### src/rtl/host_reg_master.sv
// Register-bus master: queues read/write commands, runs them with programmable wait
// states, and offers a hardware read sweep of indices 0..SWEEP_LAST plus access counters.
module host_reg_master #(
  parameter int unsigned DW          = 16,
  parameter int unsigned AW          = 7,
  parameter int unsigned ADDR_SHIFT  = 1,
  parameter int unsigned DEPTH       = 4,
  parameter int unsigned WAIT_CYCLES = 0,
  parameter int unsigned SWEEP_LAST  = 34,
  parameter int unsigned CNT_W       = 32
) (
  input  logic                     clk_reg,
  input  logic                     reset,
  input  logic                     cmd_valid,
  output logic                     cmd_ready,
  input  logic                     cmd_wr,
  input  logic [AW-1:0]            cmd_addr,
  input  logic [DW-1:0]            cmd_wdata,
  input  logic                     sweep_start,
  output logic                     sweep_done,
  output logic                     busy,
  output logic                     rsp_valid,
  output logic [AW-1:0]            rsp_addr,
  output logic [DW-1:0]            rsp_data,
  output logic [CNT_W-1:0]         wr_count,
  output logic [CNT_W-1:0]         rd_count,
  output logic                     csb,
  output logic                     wrb,
  output logic [DW-1:0]            cd_in,
  input  logic [DW-1:0]            cd_out,
  output logic [AW+ADDR_SHIFT-1:0] ca
);

  localparam int unsigned PW  = $clog2(DEPTH);
  localparam int unsigned CAW = AW + ADDR_SHIFT;

  typedef enum logic [1:0] {StIdle, StStrobe, StRecover} state_e;

  // Command FIFO; pointers carry an extra wrap bit to tell full from empty.
  logic            mem_wr   [DEPTH];
  logic [AW-1:0]   mem_addr [DEPTH];
  logic [DW-1:0]   mem_data [DEPTH];
  logic [PW:0]     wptr_q, rptr_q;
  logic            fifo_full, fifo_empty, push, pop;

  state_e          state_q;
  logic [3:0]      wait_q;
  logic            sweep_active_q, cur_last_q, cur_wr_q;
  logic [AW-1:0]   sweep_idx_q, cur_idx_q;
  logic            csb_q, wrb_q, rsp_valid_q, sweep_done_q;
  logic [CAW-1:0]  ca_q;
  logic [DW-1:0]   cd_in_q, rsp_data_q;
  logic [AW-1:0]   rsp_addr_q;
  logic [CNT_W-1:0] wr_cnt_q, rd_cnt_q;

  logic            issue_go, issue_wr;
  logic [AW-1:0]   issue_idx;
  logic [DW-1:0]   issue_data;

  assign fifo_empty = (wptr_q == rptr_q);
  assign fifo_full  = (wptr_q[PW] != rptr_q[PW]) && (wptr_q[PW-1:0] == rptr_q[PW-1:0]);
  assign push       = cmd_valid && !fifo_full;
  assign issue_go   = (state_q == StIdle) && (sweep_active_q || !fifo_empty);
  assign pop        = issue_go && !sweep_active_q;
  assign busy       = (state_q != StIdle) || !fifo_empty || sweep_active_q;

  // Sweep reads take priority over queued commands at every idle decision.
  always_comb begin
    issue_wr   = 1'b0;
    issue_idx  = sweep_idx_q;
    issue_data = '0;
    if (!sweep_active_q) begin
      issue_wr   = mem_wr[rptr_q[PW-1:0]];
      issue_idx  = mem_addr[rptr_q[PW-1:0]];
      issue_data = mem_data[rptr_q[PW-1:0]];
    end
  end

  always_ff @(posedge clk_reg) begin
    if (push) begin
      mem_wr[wptr_q[PW-1:0]]   <= cmd_wr;
      mem_addr[wptr_q[PW-1:0]] <= cmd_addr;
      mem_data[wptr_q[PW-1:0]] <= cmd_wdata;
    end
  end

  always_ff @(posedge clk_reg or negedge reset) begin
    if (!reset) begin
      wptr_q <= '0;
      rptr_q <= '0;
    end else begin
      if (push) wptr_q <= wptr_q + 1'b1;
      if (pop)  rptr_q <= rptr_q + 1'b1;
    end
  end

  always_ff @(posedge clk_reg or negedge reset) begin
    if (!reset) begin
      state_q        <= StIdle;
      wait_q         <= '0;
      sweep_active_q <= 1'b0;
      sweep_idx_q    <= '0;
      cur_last_q     <= 1'b0;
      cur_wr_q       <= 1'b0;
      cur_idx_q      <= '0;
      csb_q          <= 1'b1;
      wrb_q          <= 1'b1;
      ca_q           <= '0;
      cd_in_q        <= '0;
      rsp_valid_q    <= 1'b0;
      rsp_addr_q     <= '0;
      rsp_data_q     <= '0;
      sweep_done_q   <= 1'b0;
      wr_cnt_q       <= '0;
      rd_cnt_q       <= '0;
    end else begin
      rsp_valid_q  <= 1'b0;
      sweep_done_q <= 1'b0;
      if (sweep_start && !busy) begin
        sweep_active_q <= 1'b1;
        sweep_idx_q    <= '0;
      end
      unique case (state_q)
        StIdle: begin
          if (issue_go) begin
            state_q    <= StStrobe;
            wait_q     <= 4'(WAIT_CYCLES);
            csb_q      <= 1'b0;
            wrb_q      <= !issue_wr;
            ca_q       <= CAW'(issue_idx) << ADDR_SHIFT;
            cd_in_q    <= issue_wr ? issue_data : '0;
            cur_wr_q   <= issue_wr;
            cur_idx_q  <= issue_idx;
            cur_last_q <= sweep_active_q && (sweep_idx_q == AW'(SWEEP_LAST));
            if (sweep_active_q) sweep_idx_q <= sweep_idx_q + AW'(1);
          end
        end
        StStrobe: begin
          if (wait_q == 4'd0) begin
            state_q <= StRecover;
            csb_q   <= 1'b1;
            wrb_q   <= 1'b1;
            if (cur_wr_q) begin
              wr_cnt_q <= wr_cnt_q + CNT_W'(1);
            end else begin
              rsp_valid_q <= 1'b1;
              rsp_addr_q  <= cur_idx_q;
              rsp_data_q  <= cd_out;
              rd_cnt_q    <= rd_cnt_q + CNT_W'(1);
            end
          end else begin
            wait_q <= wait_q - 4'd1;
          end
        end
        StRecover: begin
          state_q <= StIdle;
          if (cur_last_q) begin
            sweep_active_q <= 1'b0;
            sweep_done_q   <= 1'b1;
            cur_last_q     <= 1'b0;
          end
        end
        default: state_q <= StIdle;
      endcase
    end
  end

  assign cmd_ready  = !fifo_full;
  assign csb        = csb_q;
  assign wrb        = wrb_q;
  assign ca         = ca_q;
  assign cd_in      = cd_in_q;
  assign rsp_valid  = rsp_valid_q;
  assign rsp_addr   = rsp_addr_q;
  assign rsp_data   = rsp_data_q;
  assign sweep_done = sweep_done_q;
  assign wr_count   = wr_cnt_q;
  assign rd_count   = rd_cnt_q;

endmodule
### config.mk
export PLATFORM = sky130hd
export DESIGN_NAME = host_reg_master
export DESIGN_NICKNAME = d
export VERILOG_FILES = /design/src/rtl/host_reg_master.sv
export SDC_FILE = /design/constraint.sdc
export NUM_CORES = 1
export LEC_CHECK = 0
export CELL_PAD_IN_SITES_DETAIL_PLACEMENT = 1
export CELL_PAD_IN_SITES_GLOBAL_PLACEMENT = 2
export CORE_MARGIN = 4
export CORE_UTILIZATION = 40
export CTS_CLUSTER_SIZE = 10
export DETAILED_ROUTE_END_ITERATION = 7
export GPL_TIMING_DRIVEN = 0
export PLACE_DENSITY = 0.82
export SYNTH_ARGS = -nofsm -noshare
export SYNTH_HDL_FRONTEND = slang
export SYNTH_SLANG_ARGS = --single-unit
### constraint.sdc
create_clock -name clk_reg -period 7.2 [get_ports clk_reg]
set_input_delay 1.44 -clock clk_reg [delete_from_list [all_inputs] [get_ports clk_reg]]
set_output_delay 1.44 -clock clk_reg [all_outputs]
set_load 0.005 [all_outputs]
Yosys cells after proc, flatten, opt, wreduce, memory -nomap -nowiden

Memories as Yosys holds them, arrays and structs flattened.
Cells that the tools add are included.

Multiplexer cells: 31
$add $sub $neg: 6
Bitwise operators: 1
Equal/unequal tests: 9
Reduce and logical (&&, ||, !) cells: 26

Operators by type and width:

| operator                                                            | number |
|---|---|
| 32-bit by 1-bit adder with 32-bit output (second input constant)    | 2 |
| 7-bit two-way mux                                                   | 5 |
| 16-bit two-way mux                                                  | 2 |
| 1-bit two-way mux                                                   | 15 |
| 3-bit AND reduction                                                 | 4 |
| 4-bit two-way mux                                                   | 2 |
| 4-bit one-hot mux with 2 select lines                               | 1 |
| 7-bit by 1-bit adder with 7-bit output (second input constant)      | 1 |
| 7-bit by 6-bit == test with 1-bit output (second input constant)    | 1 |
| 3-bit by 1-bit adder with 3-bit output (second input constant)      | 2 |
| 1-bit logical AND                                                   | 6 |
| 2-bit inequality test (second input constant)                       | 3 |
| 1-bit one-hot mux with 2 select lines                               | 3 |
| 2-bit AND reduction                                                 | 3 |
| 2-bit nonzero test                                                  | 3 |
| 1-bit logical NOT                                                   | 5 |
| 4-bit logical NOT                                                   | 1 |
| 2-bit two-way mux                                                   | 2 |
| 2-bit one-hot mux with 2 select lines                               | 1 |
| 4-bit by 1-bit subtractor with 4-bit output (second input constant) | 1 |
| 3-bit == test                                                       | 1 |
| 1-bit logical OR                                                    | 3 |
| 2-bit by 1-bit == test with 1-bit output (second input constant)    | 1 |
| 2-bit == test                                                       | 1 |
| 4 further kinds                                                     | 4 |

Memories: 3
Register bits: 136
Output and inout bits: 117
Word-level logic and storage cells: 94
RAM bits: 96

Memories:

| memory   | words | bits a word | read ports | clocked after Yosys merged registers in | wr ports | line | source |
|---|---|---|---|---|---|---|---|
| mem_data | 4     | 16          | 1          | 0                                       | 1        | 42   | `logic [DW-1:0] mem_data [DEPTH];` |
| mem_addr | 4     | 7           | 1          | 0                                       | 1        | 41   | `logic [AW-1:0] mem_addr [DEPTH];` |
| mem_wr   | 4     | 1           | 1          | 0                                       | 1        | 40   | `logic mem_wr [DEPTH];` |

Longest topological paths before layout

Gate-level depths: netlist (run 1).

Depth after elaboration: 10
Mapped depth: 8
Depth with buffers taken out: 6

Worst setup path after synthesis (run 1)

Ideal clock, no wire load.

Kind: in2reg
From: input cmd_valid
To: memory mem_addr[3][0] (enable)
Path slack: 4.485 ns
Path buffers: 0
Stages: 2
Arrival: 2.331 ns
Required time: 6.816 ns
Path through: o31a_1 -> and2_1

Longest elaborated chain between the ends: 3

RTL lines:

| item                                    | line | source |
|---|---|---|
| start: declaration                      | 14   | `input logic cmd_valid,` |
| 1-bit logical AND                       | 62   | `assign push = cmd_valid && !fifo_full;` |
| 1-bit two-way mux                       | 80   | `if (push) begin` |
| 1-bit two-way mux (implied by the code) | 82   | `mem_addr[wptr_q[PW-1:0]] <= cmd_addr;` |
| end: declaration                        | 41   |  |

No other way between the ends.

Worst setup path in the final report (run 1)

From: register rptr_q[1]
To: output cmd_ready

Longest elaborated chain between the ends: 3

RTL lines:

| item                     | line | source |
|---|---|---|
| start: declaration       | 43   | `logic [PW:0] wptr_q, rptr_q;` |
| start signal: assignment | 93   | `if (pop) rptr_q <= rptr_q + 1'b1;` |
| 2-bit == test            | 61   | `assign fifo_full = (wptr_q[PW] != rptr_q[PW]) && (wptr_q[PW-1:0] == rptr_q[PW-1:0]);` |
| 1-bit logical AND        | 61   |  |
| 1-bit logical NOT        | 168  | `assign cmd_ready = !fifo_full;` |
| end: declaration         | 15   | `output logic cmd_ready,` |

No other way between the ends.

==> results.sh, run 1 <==
export IMPL_antenna_found_initial=0
export IMPL_die_height_microns=163
export IMPL_worst_pin_slew_ns=1.18
export IMPL_required_ns=5.76
export IMPL_core_sq_um=23500
export IMPL_p_sw_mw=1.43
export IMPL_period_minus_slack_ns=3.96
export IMPL_fin_cells=1168
export IMPL_dpl_cell_count=1115
export IMPL_fillers=2300
export IMPL_dr_pass1_iters=4
export IMPL_postSynthAreaPerCell_sq_um=15.0
export IMPL_drtIter0Drc=310
export IMPL_finalNetCount=882
export IMPL_cts_tree="yes"
export IMPL_crit_slowest_cell="clkdlybuf4s50_1"
export IMPL_cts_clk_slew_worst_paths_ns=0.06
export IMPL_cts_root_buffer="clkbuf_16"
export IMPL_antenna_cells=0
export IMPL_powerDensity_nw_per_um2=369
export IMPL_yosysTopAreaCell="dfrtp_1"
export IMPL_synth_top_cell_area_share_pct=35.1
export IMPL_holdBufCountCts=0
export IMPL_p_int_mw=3.17
export IMPL_synth_flop_cell="dfrtp_1"
export IMPL_rows=56
export IMPL_yosys_warnings=0
export IMPL_cp_max_fo=8
export IMPL_clk_path_buf_depth=3
export IMPL_hold_path_class="reg -> reg"
export IMPL_finalSetupViolCount=0
export IMPL_post_cts_setup_buffers=0
export IMPL_drc=0
export IMPL_finalCritPeriodShare_pct=55.0
export IMPL_io_pin_count=161
export IMPL_power_share_switching_pct=31.0
export IMPL_layout_drive_gt1_share_pct=12.1
export IMPL_dp_hpwl_microns=15800
export IMPL_grt_pass1_wl_microns=37300
export IMPL_outcome="completed"
export IMPL_skew_ns=0.0203
export IMPL_synthTopCellsByArea="dfrtp_1 (35%), edfxtp_1 (30%), mux4_2 (5.7%)"
export IMPL_detail_route_antenna_nets=0
export IMPL_cts_inserted_buffers=28
export IMPL_start_kind="flip-flop"
export IMPL_holdWs_ns=0.486
export IMPL_synth_cell_types=53
export IMPL_critical_path_class="reg -> out"
export IMPL_synthArstFlopShare_pct=58.6
export IMPL_place_gp_congestion=0.797
export IMPL_hold_viol=0
export IMPL_clock_sinks=232
export IMPL_drv_cap=0
export IMPL_multiInputGateArea_sq_um=3090
export IMPL_grt_pass1_vias=6680
export IMPL_ys_ff_latch=232
export IMPL_viasPerCell=5.15
export IMPL_track_usage_pct=17.5
export IMPL_grt_overflow=0
export IMPL_area_delta_synth_final_pct=30.5
export IMPL_clk_latency_ns=0.55
export IMPL_synth_edf_count=96
export IMPL_worstPathArrival_ns=2.52
export IMPL_syn_area_sq_um=9560
export IMPL_wire_per_inst_microns=20.0
export IMPL_clock_power_share_pct=28.0
export IMPL_synth_cells=636
export IMPL_rsz0062_at_grt="no"
export IMPL_fmax_mhz=253
export IMPL_setup_tns_ns=0
export IMPL_rrSetupSlack_ns=4.43
export IMPL_leakagePower_nw=4.82
export IMPL_start_util_pct=40.7
export IMPL_ir_drop_uv=237
export IMPL_fin_total_pwr_mw=4.60
export IMPL_yosysSeqAreaShare_pct=65.8
export IMPL_regArea_sq_um=6290
export IMPL_die_area_sq_um=26400
export IMPL_crit_path_end_kind="primary output"
export IMPL_cp_slowest_stage_delay_ns=0.49
export IMPL_slew_headroom_pct=20.7
export IMPL_power_frac_seq_pct=41.6
export IMPL_worstPathCellList="clkbuf_1 > xor2_1 > or3_1 > clkdlybuf4s50_1"
export IMPL_die_w_microns=163
export IMPL_port_buffers=159
export IMPL_grt_start_max_net_pins=76
export IMPL_num_vias=6021
export IMPL_slew_viol_final=0
export IMPL_ctsResizeCount=0
export IMPL_synth_nets=690
export IMPL_routed_wirelength_microns=23400
export IMPL_p_comb_share_pct=30.3
export IMPL_htree_levels=1
## cells by family (layout without fill, tap and decap cells)
kind of cell	Yosys count	in the layout	share of synthesized area, %
compound gates	37	37	3.12
xor+xnor	75	75	6.95
fa+ha+maj	10	10	1.31
buf+inv	40	253	1.91
flops	232	232	65.8
mux	56	56	9.35
other cells	1	1	0.0392
simple gates	185	185	11.5
## cells in the mapped netlist (all sizes together), types with 2 or more instances
cell / n
nand2: 37
xnor2: 47
nor3: 18
nand4: 23
o21ai: 11
or3b: 3
or4: 4
nand3b: 2
clkbuf: 17
ha: 10
nand3: 29
o31a: 2
nor2: 13
and3: 11
a32o: 16
edfxtp: 96
mux4: 24
or3: 3
and2: 10
inv: 12
nand4b: 2
nor3b: 4
nand2b: 3
nor4: 12
buf: 11
and4: 9
xor2: 28
mux2i: 6
dfrtp: 134
mux2: 26
dfstp: 2
## flip-flops by register name, indices dropped and copies added (netlist names), 2 cells and up
| register | cells |
|---|---|
| cd_in | 16 |
| wptr_q | 3 |
| mem_data | 64 |
| rptr_q | 3 |
| wait_q | 4 |
| state_q | 2 |
| rd_count | 32 |
| rsp_addr | 7 |
| rsp_data | 16 |
| wr_count | 32 |
| sweep_idx_q | 7 |
| mem_addr | 28 |
| ca | 7 |
| mem_wr | 4 |
## critical path: cells and delay by family, from the launching register on
kind | cells | cell delay, ns
buffers and inverters | 2 | 0.93
and+or+nand+nor | 1 | 0.45
DFF | 1 | 0.35
xor gates and xnor gates | 1 | 0.24
## stage by stage
stage                     worst slack [ns]  utilization, %  cell area [sq um]
after global routing                  3.11            53.1              12500
after floorplan                       4.48               -               9560
after CTS                             3.25            52.9              12400
after detailed placement              3.43            49.3              11600
final                                 3.24            53.1              12500
after global placement              -0.859            49.2              11500
## power by group through the flow
stage	Clock [mW]	Combinational (mW)	Sequential, mW
4_1_cts	1.33	1.41	1.92
6_report	1.29	1.40	1.92
3_5_place_dp	0	1.39	1.94
3_3_place_gp	0	1.34	1.92
5_1_grt	1.39	1.52	1.95
2_1_floorplan	0	0.759	1.89
## per-layer routing
metal,global-route usage [%],routed length [microns]
met1,22.1,9850
met2,31.1,11800
met3,3.82,1210
met4,3.96,498
met5,0,0
## area by class of cell
| cell class | instances | area share [%] |
|---|---|---|
| well taps | 319 | 3.20 |
| plain buffers | 28 | 1.10 |
| clock inverters | 4 | 0.361 |
| clock buffers | 47 | 6.43 |
| flip-flops and latches | 232 | 50.4 |
| repair buffers | 162 | 13.3 |
| inverters | 12 | 0.361 |
| multi-input cells | 364 | 24.8 |
## path summary, 6_finish.rpt
| check | startpoint | end | cells past startpoint |
|---|---|---|---|
| min in group asynchronous | reset | wr_count[20] | 1 |
| max in group asynchronous | reset | wrb | 2 |
| min reg2reg | rsp_addr[2] | rsp_addr[2] | 1 |
| max | rptr_q[1] | cmd_ready | 4 |
| max reg2reg | rptr_q[1] | mem_data[2][6] | 5 |
| min | rsp_addr[2] | rsp_addr[2] | 1 |
## cell usage in the layout (no fill, tap or decap), drive strengths merged, types with 15 or more instances in the layout
cell,count
xor2,28
dfrtp,134
nor3,18
edfxtp,96
a32o,16
xnor2,47
clkbuf,64
nand3,29
mux4,24
nand2,37
nand4,23
clkdlybuf4s50,158
buf,15
mux2,26
Power figures use the tool's default switching activity.
==> inputs of run 2 (changes only) <==
- CORE_UTILIZATION: 40 -> 34
- PLACE_DENSITY: 0.82 -> 0.74
- clock period: 7.2 -> 3.5 ns (I/O delays scaled with it)
==> run 2 against run 1 <==
Combinational power grew 99%. Clock-buffer cell count increased by 2. Sequential share of layout area shrank 0.20 points. Design area grew 0.39%. Hold slack worse by 0.25 ns. Register-to-register slack got worse by 3.7 ns. Largest power group unchanged. Worst setup slack got worse by 2.9 ns. Clock power is 110% higher. Clock skew shrank 0.0050 ns. Via count about the same.
==> results.sh, run 2 (synthesis gave the netlist of run 1 again) <==
export IMPL_outcome="completed"
export IMPL_grt_pass1_wl_microns=37800
export IMPL_required_ns=2.80
export IMPL_cts_inserted_buffers=28
export IMPL_dr_pass1_iters=4
export IMPL_routed_wirelength_microns=23400
export IMPL_start_kind="flip-flop"
export IMPL_dp_hpwl_microns=16200
export IMPL_die_area_sq_um=30900
export IMPL_final_cell_area_sq_um=12500
export IMPL_largest_reg_flops=64
export IMPL_crit_path_end_kind="primary output"
export IMPL_cts_tree="yes"
export IMPL_wire_per_inst_microns=19.1
export IMPL_leakagePower_nw=4.81
export IMPL_grt_overflow=0
export IMPL_io_pin_count=161
export IMPL_worst_pin_slew_ns=0.992
export IMPL_p_comb_share_pct=29.7
export IMPL_final_util_pct=45.1
export IMPL_die_height_microns=176
export IMPL_dpl_cell_area_sq_um=11700
export IMPL_post_cts_setup_buffers=0
export IMPL_cp_max_fo=8
export IMPL_critical_path_class="reg -> out"
export IMPL_clock_sinks=232
export IMPL_detail_route_antenna_nets=0
export IMPL_rows=61
export IMPL_place_ws_ns=0.388
export IMPL_dpl_cell_count=1174
export IMPL_final_common_cell="clkdlybuf4s50_1"
export IMPL_fillers=2809
export IMPL_finalCritPeriodShare_pct=90.1
export IMPL_clock_power_share_pct=28.4
export IMPL_slew_headroom_pct=33.4
export IMPL_clk_path_buf_depth=3
export IMPL_drc=0
export IMPL_power_frac_seq_pct=41.9
export IMPL_slew_viol_final=0
export IMPL_final_cell_mix="clkdlybuf4s50_1 (158), dfrtp_1 (134), edfxtp_1 (96)"
export IMPL_hold_path_class="in -> async"
export IMPL_fin_cells=1226
export IMPL_track_usage_pct=15.1
export IMPL_multiInputGateArea_sq_um=3100
export IMPL_ir_drop_uv=537
export IMPL_start_util_pct=34.4
export IMPL_skew_ns=0.0153
export IMPL_area_delta_synth_final_pct=31.0
export IMPL_p_int_mw=6.53
export IMPL_finalNetCount=880
export IMPL_die_w_microns=176
export IMPL_drtIter0Drc=257
export IMPL_regArea_sq_um=6290
export IMPL_port_buffers=159
export IMPL_worstPathArrival_ns=2.45
export IMPL_fin_total_pwr_mw=9.41
export IMPL_viasPerCell=4.91
export IMPL_antenna_cells=0
export IMPL_cts_clk_slew_worst_paths_ns=0.06
export IMPL_htree_levels=1
export IMPL_rsz0062_at_grt="no"
export IMPL_clk_latency_ns=0.53
export IMPL_holdBufCountCts=0
export IMPL_antenna_found_initial=0
export IMPL_hold_viol=0
export IMPL_grt_start_max_net_pins=83
export IMPL_cts_root_buffer="clkbuf_16"
export IMPL_fmax_mhz=317
export IMPL_place_gp_congestion=0.734
export IMPL_num_vias=6024
export IMPL_timing_final_ws_setup_ns=0.347
export IMPL_period_minus_slack_ns=3.15
export IMPL_finalSetupViolCount=0
export IMPL_layout_drive_gt1_share_pct=12.4
export IMPL_grt_pass1_vias=6774
export IMPL_core_sq_um=27800
export IMPL_p_sw_mw=2.88
export IMPL_powerDensity_nw_per_um2=751
export IMPL_power_share_switching_pct=30.6
export IMPL_ctsResizeCount=0
export IMPL_drv_cap=0
-- run 2: cell count changes in the layout (fill, tap and decap cells not counted) --
cell       delta
nor4_1        -1
clkinv_2      -1
and2_1        -2
and2_2        +2
buf_16        -1
nor4_2        +1
clkinv_8      +1
clkinv_16     -1
clkbuf_8      +2
buf_8         -1
-- run 2: power groups by stage --
stage | Sequential [mW] | Combinational [mW] | Clock, mW
after global placement | 3.96 | 2.76 | 0
after global routing | 4.03 | 3.06 | 2.89
after detailed placement | 4.01 | 2.86 | 0
after CTS | 3.97 | 2.87 | 2.76
after floorplan | 3.89 | 1.56 | 0
final | 3.94 | 2.79 | 2.67
-- run 2: stage by stage --
step | hold slack [ns] | setup TNS (ns)
global placement | 0.462 | -512.69
finish | 0.234 | 0
floorplan | 0.404 | 0
global route | 0.287 | 0
CTS | 0.260 | 0
detailed placement | 0.472 | 0
-- run 2: metal layers --
layer  wire (microns)  up-vias  global-route usage [%]  share of wire (%)
met4              442        0                    3.02                1.9
met2            11900      145                    26.6                 51
met3             1120       31                    2.95                4.8
li1                 -     2754                       -                  -
met5                0        -                       0                  0
met1             9910     3094                    19.4                 42
-- run 2: final cells by class --
cell class                 instances  share of cell area, %
multi-input combinational        364                   24.8
inverter                          12                  0.360
buffer                            28                   1.10
clock inverter                     3                  0.210
tap                              378                   3.78
sequential                       232                   50.2
clock buffer                      49                   6.63
timing repair buffer             160                   12.9
-- run 2: worst paths after layout --
check	from	endpoint	slack, ns	depth (start not counted)
worst max register to register	rptr_q[1]	wait_q[1]	0.75	7
worst max-delay path	rptr_q[1]	cmd_ready	0.35	4
max in group asynchronous	reset	csb	2.46	2
worst min-delay path	reset	rsp_data[12]	0.23	1
worst min register to register	wr_count[31]	wr_count[31]	0.48	1
min in group clk_reg	wr_count[31]	wr_count[31]	0.48	1
-- run 2: worst max-delay path, stage by stage (launching register included) --
cell             delay [ns]
dfrtp_1                0.35
clkbuf_1               0.41
xor2_1                 0.24
or3_1                  0.45
clkdlybuf4s50_1        0.47
